File: config.mk
export PLATFORM = sky130hd
export DESIGN_NAME = updn_counter_mod
export DESIGN_NICKNAME = d
export VERILOG_FILES = /design/src/rtl/updn_counter_mod.sv
export SDC_FILE = /design/constraint.sdc
export NUM_CORES = 1
export LEC_CHECK = 0
export ABC_AREA = 1
export ABC_CLOCK_PERIOD_IN_PS = 7100
export BUFFER_PORTS_ARGS = -buffer_cell sky130_fd_sc_hd__buf_2
export CAP_MARGIN = 20
export CELL_PAD_IN_SITES_DETAIL_PLACEMENT = 2
export CELL_PAD_IN_SITES_GLOBAL_PLACEMENT = 2
export CORE_ASPECT_RATIO = 1.1
export CORE_MARGIN = 1
export CORE_UTILIZATION = 36
export DETAILED_ROUTE_END_ITERATION = 16
export HOLD_SLACK_MARGIN = 0.08
export PLACE_DENSITY = 0.88
export SLEW_MARGIN = 0
export SYNTH_ARGS = -nofsm -noshare
export SYNTH_HDL_FRONTEND = slang
export SYNTH_SLANG_ARGS = --single-unit
File: constraint.sdc
create_clock -name clk -period 7.1 [get_ports clk]
set_clock_uncertainty 0.15 [all_clocks]
set_input_delay 1.065 -clock clk [delete_from_list [all_inputs] [get_ports clk]]
set_output_delay 1.065 -clock clk [all_outputs]
set_load 0.05 [all_outputs]
File: src/rtl/updn_counter_mod.sv
`default_nettype none
// ============================================================================
//  Module      : updn_counter_mod
//  Description : Up/down counter with runtime modulo limit, programmable step,
//                wrap/saturate boundary mode, load and sticky ovf/unf flags.
//  Revision    : 1.0 - initial release
// ============================================================================
module updn_counter_mod #(
    parameter int WIDTH  = 8,
    parameter int STEP_W = 4
) (
    input  logic              clk,
    input  logic              reset,
    input  logic              en,
    input  logic              ld,
    input  logic              U_D,
    input  logic [WIDTH-1:0]  data_in,
    input  logic [WIDTH-1:0]  limit,
    input  logic [STEP_W-1:0] step,
    input  logic              sat,
    input  logic              clr_flags,
    output logic [WIDTH-1:0]  count,
    output logic              tc,
    output logic              ovf,
    output logic              unf
);

    localparam int EW = WIDTH + 1;

    logic [WIDTH-1:0] r_count;
    logic             r_tc;
    logic             r_ovf;
    logic             r_unf;

    logic [EW-1:0]    w_cnt;
    logic [EW-1:0]    w_lim;
    logic [EW-1:0]    w_lim1;
    logic [EW-1:0]    w_step;
    logic [EW-1:0]    w_s;
    logic [EW-1:0]    w_sum;
    logic [EW-1:0]    w_next_ext;
    logic [WIDTH-1:0] w_count_nxt;
    logic             w_tc_nxt;
    logic             w_set_ovf;
    logic             w_set_unf;

    assign w_cnt  = {1'b0, r_count};
    assign w_lim  = {1'b0, limit};
    assign w_lim1 = w_lim + EW'(1);
    assign w_step = EW'(step);
    // Step never exceeds the modulus, so one wrap correction always suffices.
    assign w_s    = (w_step < w_lim1) ? w_step : w_lim1;
    assign w_sum  = w_cnt + w_s;

    always_comb begin
        w_next_ext = w_cnt;
        w_tc_nxt   = 1'b0;
        w_set_ovf  = 1'b0;
        w_set_unf  = 1'b0;
        if (ld) begin
            w_next_ext = ({1'b0, data_in} < w_lim) ? {1'b0, data_in} : w_lim;
        end else if (en) begin
            if (w_cnt > w_lim) begin
                w_next_ext = sat ? w_lim : '0;
                w_tc_nxt   = 1'b1;
                w_set_ovf  = 1'b1;
            end else if (U_D) begin
                if (w_sum <= w_lim) begin
                    w_next_ext = w_sum;
                end else begin
                    w_next_ext = sat ? w_lim : (w_sum - w_lim1);
                    w_tc_nxt   = 1'b1;
                    w_set_ovf  = 1'b1;
                end
            end else begin
                if (w_cnt >= w_s) begin
                    w_next_ext = w_cnt - w_s;
                end else begin
                    w_next_ext = sat ? '0 : (w_cnt + w_lim1 - w_s);
                    w_tc_nxt   = 1'b1;
                    w_set_unf  = 1'b1;
                end
            end
        end
    end

    assign w_count_nxt = w_next_ext[WIDTH-1:0];

    always_ff @(posedge clk or posedge reset) begin
        if (reset) begin
            r_count <= '0;
            r_tc    <= 1'b0;
            r_ovf   <= 1'b0;
            r_unf   <= 1'b0;
        end else begin
            r_count <= w_count_nxt;
            r_tc    <= w_tc_nxt;
            // A set event in the same cycle as a clear leaves the flag set.
            r_ovf   <= (r_ovf & ~clr_flags) | w_set_ovf;
            r_unf   <= (r_unf & ~clr_flags) | w_set_unf;
        end
    end

    assign count = r_count;
    assign tc    = r_tc;
    assign ovf   = r_ovf;
    assign unf   = r_unf;

endmodule
`default_nettype wire

==> metrics.txt, run 1 <==
FF-to-FF Start count[1]; hold_buf cts 0; setup TNS 0 ns; drt via density between 5 and 6; DRT Pass-1 Iters 4; status completed; final worst setup slack roughly 0.54 ns; cell repeated most along the worst path nand2_1; P_leak roughly 2.1 nW; slowest cell on the critical path fa_1; CTS sink cnt 11; die area approximately 10,000 sq um; DRC Markers 0; crit path kind in -> reg; gr ovfl total 0; Startpoint Class input port; # Post-CTS Setup Buffers 0; Site Rows 37; Yosys reg bits 11; commonest non-fill, non-tap cells in the layout 134 x nand2_1, 77 x inv_1, 55 x ha_1; CTS root buf clkbuf_8; CTS H-tree lvls 1; Arrival @ worst endpoint roughly 6.6 ns; starting DRC count in detailed routing between 100 and 150; total core area roughly 9400 sq um; Peak VDD IR about 140 uV; GP Congestion just under 0.9; sequential share of the synthesized area 7.83%; FMAX 152 MHz; post-DP HPWL around 12 mm; FF-to-FF End count[2]; Post-Route WL between 10 and 15 mm; synthesis-to-layout area growth 9.15%; Least-Margin Pin Slew about 0.72 ns; FF-to-FF path depth 23; Clk Latency, worst-skew pair between 0.2 and 0.3 ns; # diodes 0; CP startpoint limit[0]; Synth async-reset ratio 100%; Post-synth EDFFs 0; # nets final 675; aggregate global-route resource usage around 30%; fin crit share 92.4%; slowest stage delay, CP 0.48 ns; pre-CTS setup slack 0.357 ns; Clock transition at path regs around 0.06 ns; hold wc startpoint unf; HP Class reg -> reg; post-layout min period 6.56 ns; cells after synthesis ~540; Hold Vio Cnt, Final 0; Crit. End Element register; Worst slew margin between 50 and 60%; CTS resizes 0; initial core utilization between 30% and 40%; synth unique cells 48; WP data required about 7.1 ns; Pwr Density between 300 and 400 nW/um^2; Inst Count DP roughly 700; first-pass GRT wire length roughly 23 mm; largest net degree at the start of global routing 15; commonest non-fill, non-tap cell in the layout nand2_1; endpoints failing setup 0; CTS tree done; die height 106 microns; RSZ-0062 raised after global routing false; Finished Layout Cells 699; share of cells above drive strength 1 15.6%; ys flop type dfrtp_1; average size of a mapped cell approximately 6.5 sq um; Clock Path Buffers 2; Worst setup endpoint count[2]; CP max FO 11; port bufs 37; DR WL/cell between 15 and 20 microns; IO Count 38; CTS Buf Count 3; Max Cap Viol 0; vias 3,811; initial antenna violation count 0; Syn Std Cell Area approximately 3500 sq um; Die W a little under 100 microns; antenna viol nets, final 0; max-slew violations 0; Synth warnings 0; vias in the first global route between 4,000 and 5,000; Reg2Reg Setup Slack 3.14 ns
==> metal layers <==
layer,wire length (microns),global-route usage (%),part of all wire (%),vias up
met2,7600,58.1,55,56
li1,-,-,-,1847
met3,224,0.577,1.6,24
met4,442,9.59,3.2,0
met5,0,0,0,-
met1,5660,33.4,41,1884
==> metrics by stage <==
stage / power, mW / instance area (sq um) / hold WS [ns] / util (%)
after floorplan: 0.937 / 3550 / 0.604 / -
after global placement: 1.17 / 3790 / 0.371 / 40.3
after detailed placement: 1.24 / 3790 / 0.374 / 40.3
after CTS: 1.33 / 3840 / 0.382 / 40.8
after global routing: 1.45 / 3840 / 0.398 / 40.8
final: 1.32 / 3840 / 0.381 / 40.8
==> final cells by class <==
| class | instances | area, sq um |
|---|---|---|
| clock buffers | 4 | 45.0 |
| fillers | 1187 | 5560 |
| inverters | 92 | 345 |
| multi-input cells | 438 | 2840 |
| flip-flops and latches | 11 | 275 |
| well taps | 117 | 146 |
| repair buffers | 37 | 185 |
==> critical path, delay by kind of cell <==
family / cells / cell delay [ns]
xor+xnor: 2 / 0.35
compound gates: 5 / 0.93
simple gates: 20 / 2.27
buf+inv: 4 / 0.51
fa+ha+maj: 4 / 1.42
==> how the worst min path moves through the flow <==
stage / end / depth (start not counted) / slack (ns)
detailed placement: unf / 2 / 0.37
CTS: unf / 2 / 0.38
global placement: unf / 2 / 0.37
global route: unf / 2 / 0.40
finish: unf / 2 / 0.38
floorplan: unf / 2 / 0.60
==> power breakdown <==
group          leakage [nW]  switching [mW]  internal, mW
logic                  1.97           0.763         0.368
registers             0.135          0.0386        0.0789
clock network        0.0228          0.0298        0.0399
total                  2.13           0.832         0.487
==> state kept, by name (all words and copies together), names as in the netlist <==
register,count
unf,1
tc,1
ovf,1
count,8
==> kinds of logic after synthesis <==
kind of cell | Yosys count | synth area share [%]
adders and majority gates | 65 | 25.3
other | 2 | 0.214
AOI/OAI and AO/OA | 101 | 18.1
buffers and inverters | 103 | 12.4
xor gates and xnor gates | 11 | 3.81
and+or+nand+nor | 250 | 32.4
DFF | 11 | 7.83
==> synth_stat cells (2+ instances only) <==
library cell,n,area [sq um]
a21o_1,2,15.0
a21oi_1,40,200
a21oi_2,7,61.3
a21oi_4,3,48.8
a31oi_1,4,25.0
buf_4,2,15.0
buf_6,5,56.3
clkbuf_1,2,7.51
clkinv_1,4,15.0
conb_1,2,7.51
dfrtp_1,11,275
fa_1,10,200
ha_1,55,688
inv_1,77,289
inv_2,11,41.3
nand2_1,134,503
nand2_2,12,75.1
nand2_4,2,22.5
nand3_1,50,250
nand3_2,4,40.0
nand4_1,11,68.8
nor2_1,27,101
nor2_2,5,31.3
o211ai_1,5,37.5
o21a_1,5,37.5
o21ai_0,19,95.1
o21ai_1,5,25.0
o22ai_1,2,12.5
xor2_1,8,70.1
Power figures use the tool's default switching activity.
==> run 2: changes to the inputs <==
--- a/config.mk
+++ b/config.mk
@@ -11,7 +11,7 @@
 export CAP_MARGIN = 20
 export CELL_PAD_IN_SITES_DETAIL_PLACEMENT = 2
 export CELL_PAD_IN_SITES_GLOBAL_PLACEMENT = 2
-export CORE_ASPECT_RATIO = 1.1
+export CORE_ASPECT_RATIO = 2
 export CORE_MARGIN = 1
 export CORE_UTILIZATION = 36
 export DETAILED_ROUTE_END_ITERATION = 16
==> metrics.txt, run 2 (same netlist as run 1, synthesis figures left out) <==
# nets final 677 (+0.30%); RSZ-0062 raised after global routing false; commonest non-fill, non-tap cells in the layout 134 x nand2_1, 77 x inv_1, 55 x ha_1; post-placement cell area 3820 sq um (+0.83%); Worst setup endpoint count[6]; first-pass GRT wire length 23.5 mm (+3.9%); Overall Power 1.41 mW (+7.1%); Reg2Reg Setup Slack 2.97 ns (-0.17 ns); FF-to-FF path depth 23 (unchanged); FF-to-FF End count[6]; vias in the first global route 4,476 (+1.2%); Worst slew margin 58.1% (+6.3 points); die height 142 microns (+34%); antenna viol nets, final 0 (unchanged); # Post-CTS Setup Buffers 0 (unchanged); slowest cell on the critical path fa_1; port bufs 37 (unchanged); crit path kind in -> reg; CTS tree done; commonest non-fill, non-tap cell in the layout nand2_1; endpoints failing setup 0 (unchanged); Clk Latency, worst-skew pair 0.25 ns (about the same); CTS sink cnt 11 (unchanged); WP data required 7.12 ns (about the same); Startpoint Class input port; max reg flops 8 (unchanged); IO Count 38 (unchanged); Clock transition at path regs 0.04 ns (-0.02 ns); Sequential Area 275 sq um (unchanged); # diodes 0 (unchanged); die area 10,200 sq um (+0.23%); Inst Count DP 710 (+2.2%); drt via density 5.60 (+2.7%); aggregate global-route resource usage 31.4% (+1.8 points); Pint 530 uW (+8.8%); gr ovfl total 0 (unchanged); max-slew violations 0 (unchanged); CP startpoint limit[0]; cell repeated most along the worst path nand2_1; Clock Path Buffers 2 (unchanged); fin crit share 94.2% (+1.8 points); DRC Markers 0 (unchanged); Hold Vio Cnt, Final 0 (unchanged); CP max FO 11 (unchanged); GP Congestion 0.969 (+9.4%); P_leak 2.15 nW (+1.2%); Levels on crit path 35 (unchanged); final core utilization 41.3% (+0.52 points); Pwr Density 362 nW/um^2 (+5.2%); synthesis-to-layout area growth 11.1%; HP Class reg -> reg; vias 3,997 (+4.9%); Post-Route WL 15.4 mm (+10%); P_sw 883 uW (+6.1%); Finished Layout Cells 714 (+2.1%); initial antenna violation count 0 (unchanged); post-layout min period 6.69 ns (+0.127 ns); Arrival @ worst endpoint 6.71 ns (+0.12 ns); post-DP HPWL 13.1 mm (+11%); Least-Margin Pin Slew 0.626 ns (-0.0937 ns); Max Cap Viol 0 (unchanged); status completed; FMAX 150 MHz (-1.9%); switching share of power 62.5% (-0.57 points); DR WL/cell 21.5 microns (+8.0%); setup TNS 0 ns (unchanged); total core area 9450 sq um (+0.52%); Peak VDD IR 200 uV (+38%); Flop pwr share 8.4% (-0.5 points); area of the multi-input gates 2840 sq um (+0.13%); CTS Buf Count 3 (unchanged); Crit. End Element register; initial core utilization 37.2% (-0.19 points); Comb pwr share 84.0% (-1.8 points); Clock power frac 7.6% (+2.3 points); starting DRC count in detailed routing 158 (+53%); CTS resizes 0 (unchanged); slowest stage delay, CP 0.49 ns (about the same); FF-to-FF Start count[1]; CTS H-tree lvls 1 (unchanged); Die W 71.9 microns (-25%); largest net degree at the start of global routing 15 (unchanged); family with the most delay on the worst path simple AND/OR/NAND/NOR gates; fillers 1,202 (+1.3%); share of cells above drive strength 1 16.1% (+0.46 points); Site Rows 50 (+35%); design area 3910 sq um (+1.8%); hold_buf cts 0 (unchanged); CTS root buf clkbuf_16; WP buf/inv 4 (unchanged); DRT Pass-1 Iters 5 (+1)
-- run 2: power by group through the flow --
| stage | clock network (mW) | logic, mW | registers, mW |
|---|---|---|---|
| 2_1_floorplan | 0 | 0.776 | 0.161 |
| 3_3_place_gp | 0 | 1.10 | 0.118 |
| 3_5_place_dp | 0 | 1.16 | 0.120 |
| 4_1_cts | 0.109 | 1.19 | 0.118 |
| 5_1_grt | 0.110 | 1.29 | 0.121 |
| 6_report | 0.108 | 1.19 | 0.118 |
-- run 2: worst register-to-register path, cell delays in order (launching register included) --
cell and delay [ns]:
dfrtp_1 0.61, inv_1 0.15, fa_1 0.57, inv_2 0.10, a31oi_1 0.10, xor2_1 0.17
inv_1 0.11, ha_1 0.34, nand2_1 0.10, nor2_1 0.13, nand2_1 0.07, nand3_1 0.11
nand2_1 0.06, nand2_1 0.08, nand2_1 0.08, nand2_1 0.08, nand2_1 0.13, nand2_4 0.13
nand2_2 0.09, nand2_2 0.22, nand3_1 0.16, nand2_1 0.12, nand2_1 0.07, a21oi_2 0.13
-- run 2: metal layers --
layer	part of all wire, %	GRT usage [%]	wire length (microns)
met5	0	0	0
met4	8.4	25.0	1290
met3	1.7	1.28	268
met2	58	64.1	8990
met1	31	26.5	4820
-- run 2: worst min path at each step --
stage	start	end	depth (start not counted)
2_1_floorplan	unf	unf	2
3_3_place_gp	unf	unf	2
3_5_place_dp	unf	unf	2
4_1_cts	unf	unf	2
5_1_grt	unf	unf	2
6_report	unf	unf	2
-- run 2: final cells by class --
| class | instances | share of cell area, % |
|---|---|---|
| multi-input cells | 438 | 72.8 |
| inverters | 92 | 8.84 |
| flip-flops and latches | 11 | 7.05 |
| repair buffers | 39 | 5.13 |
| well taps | 130 | 4.17 |
| clock buffers | 4 | 2.02 |
-- run 2: per-stage QoR --
step | hold WS [ns] | worst slack [ns]
finish | 0.395 | 0.411
global route | 0.411 | 0.0645
CTS | 0.397 | 0.362
detailed placement | 0.392 | 0.236
global placement | 0.355 | 0.676
floorplan | 0.604 | 1.74
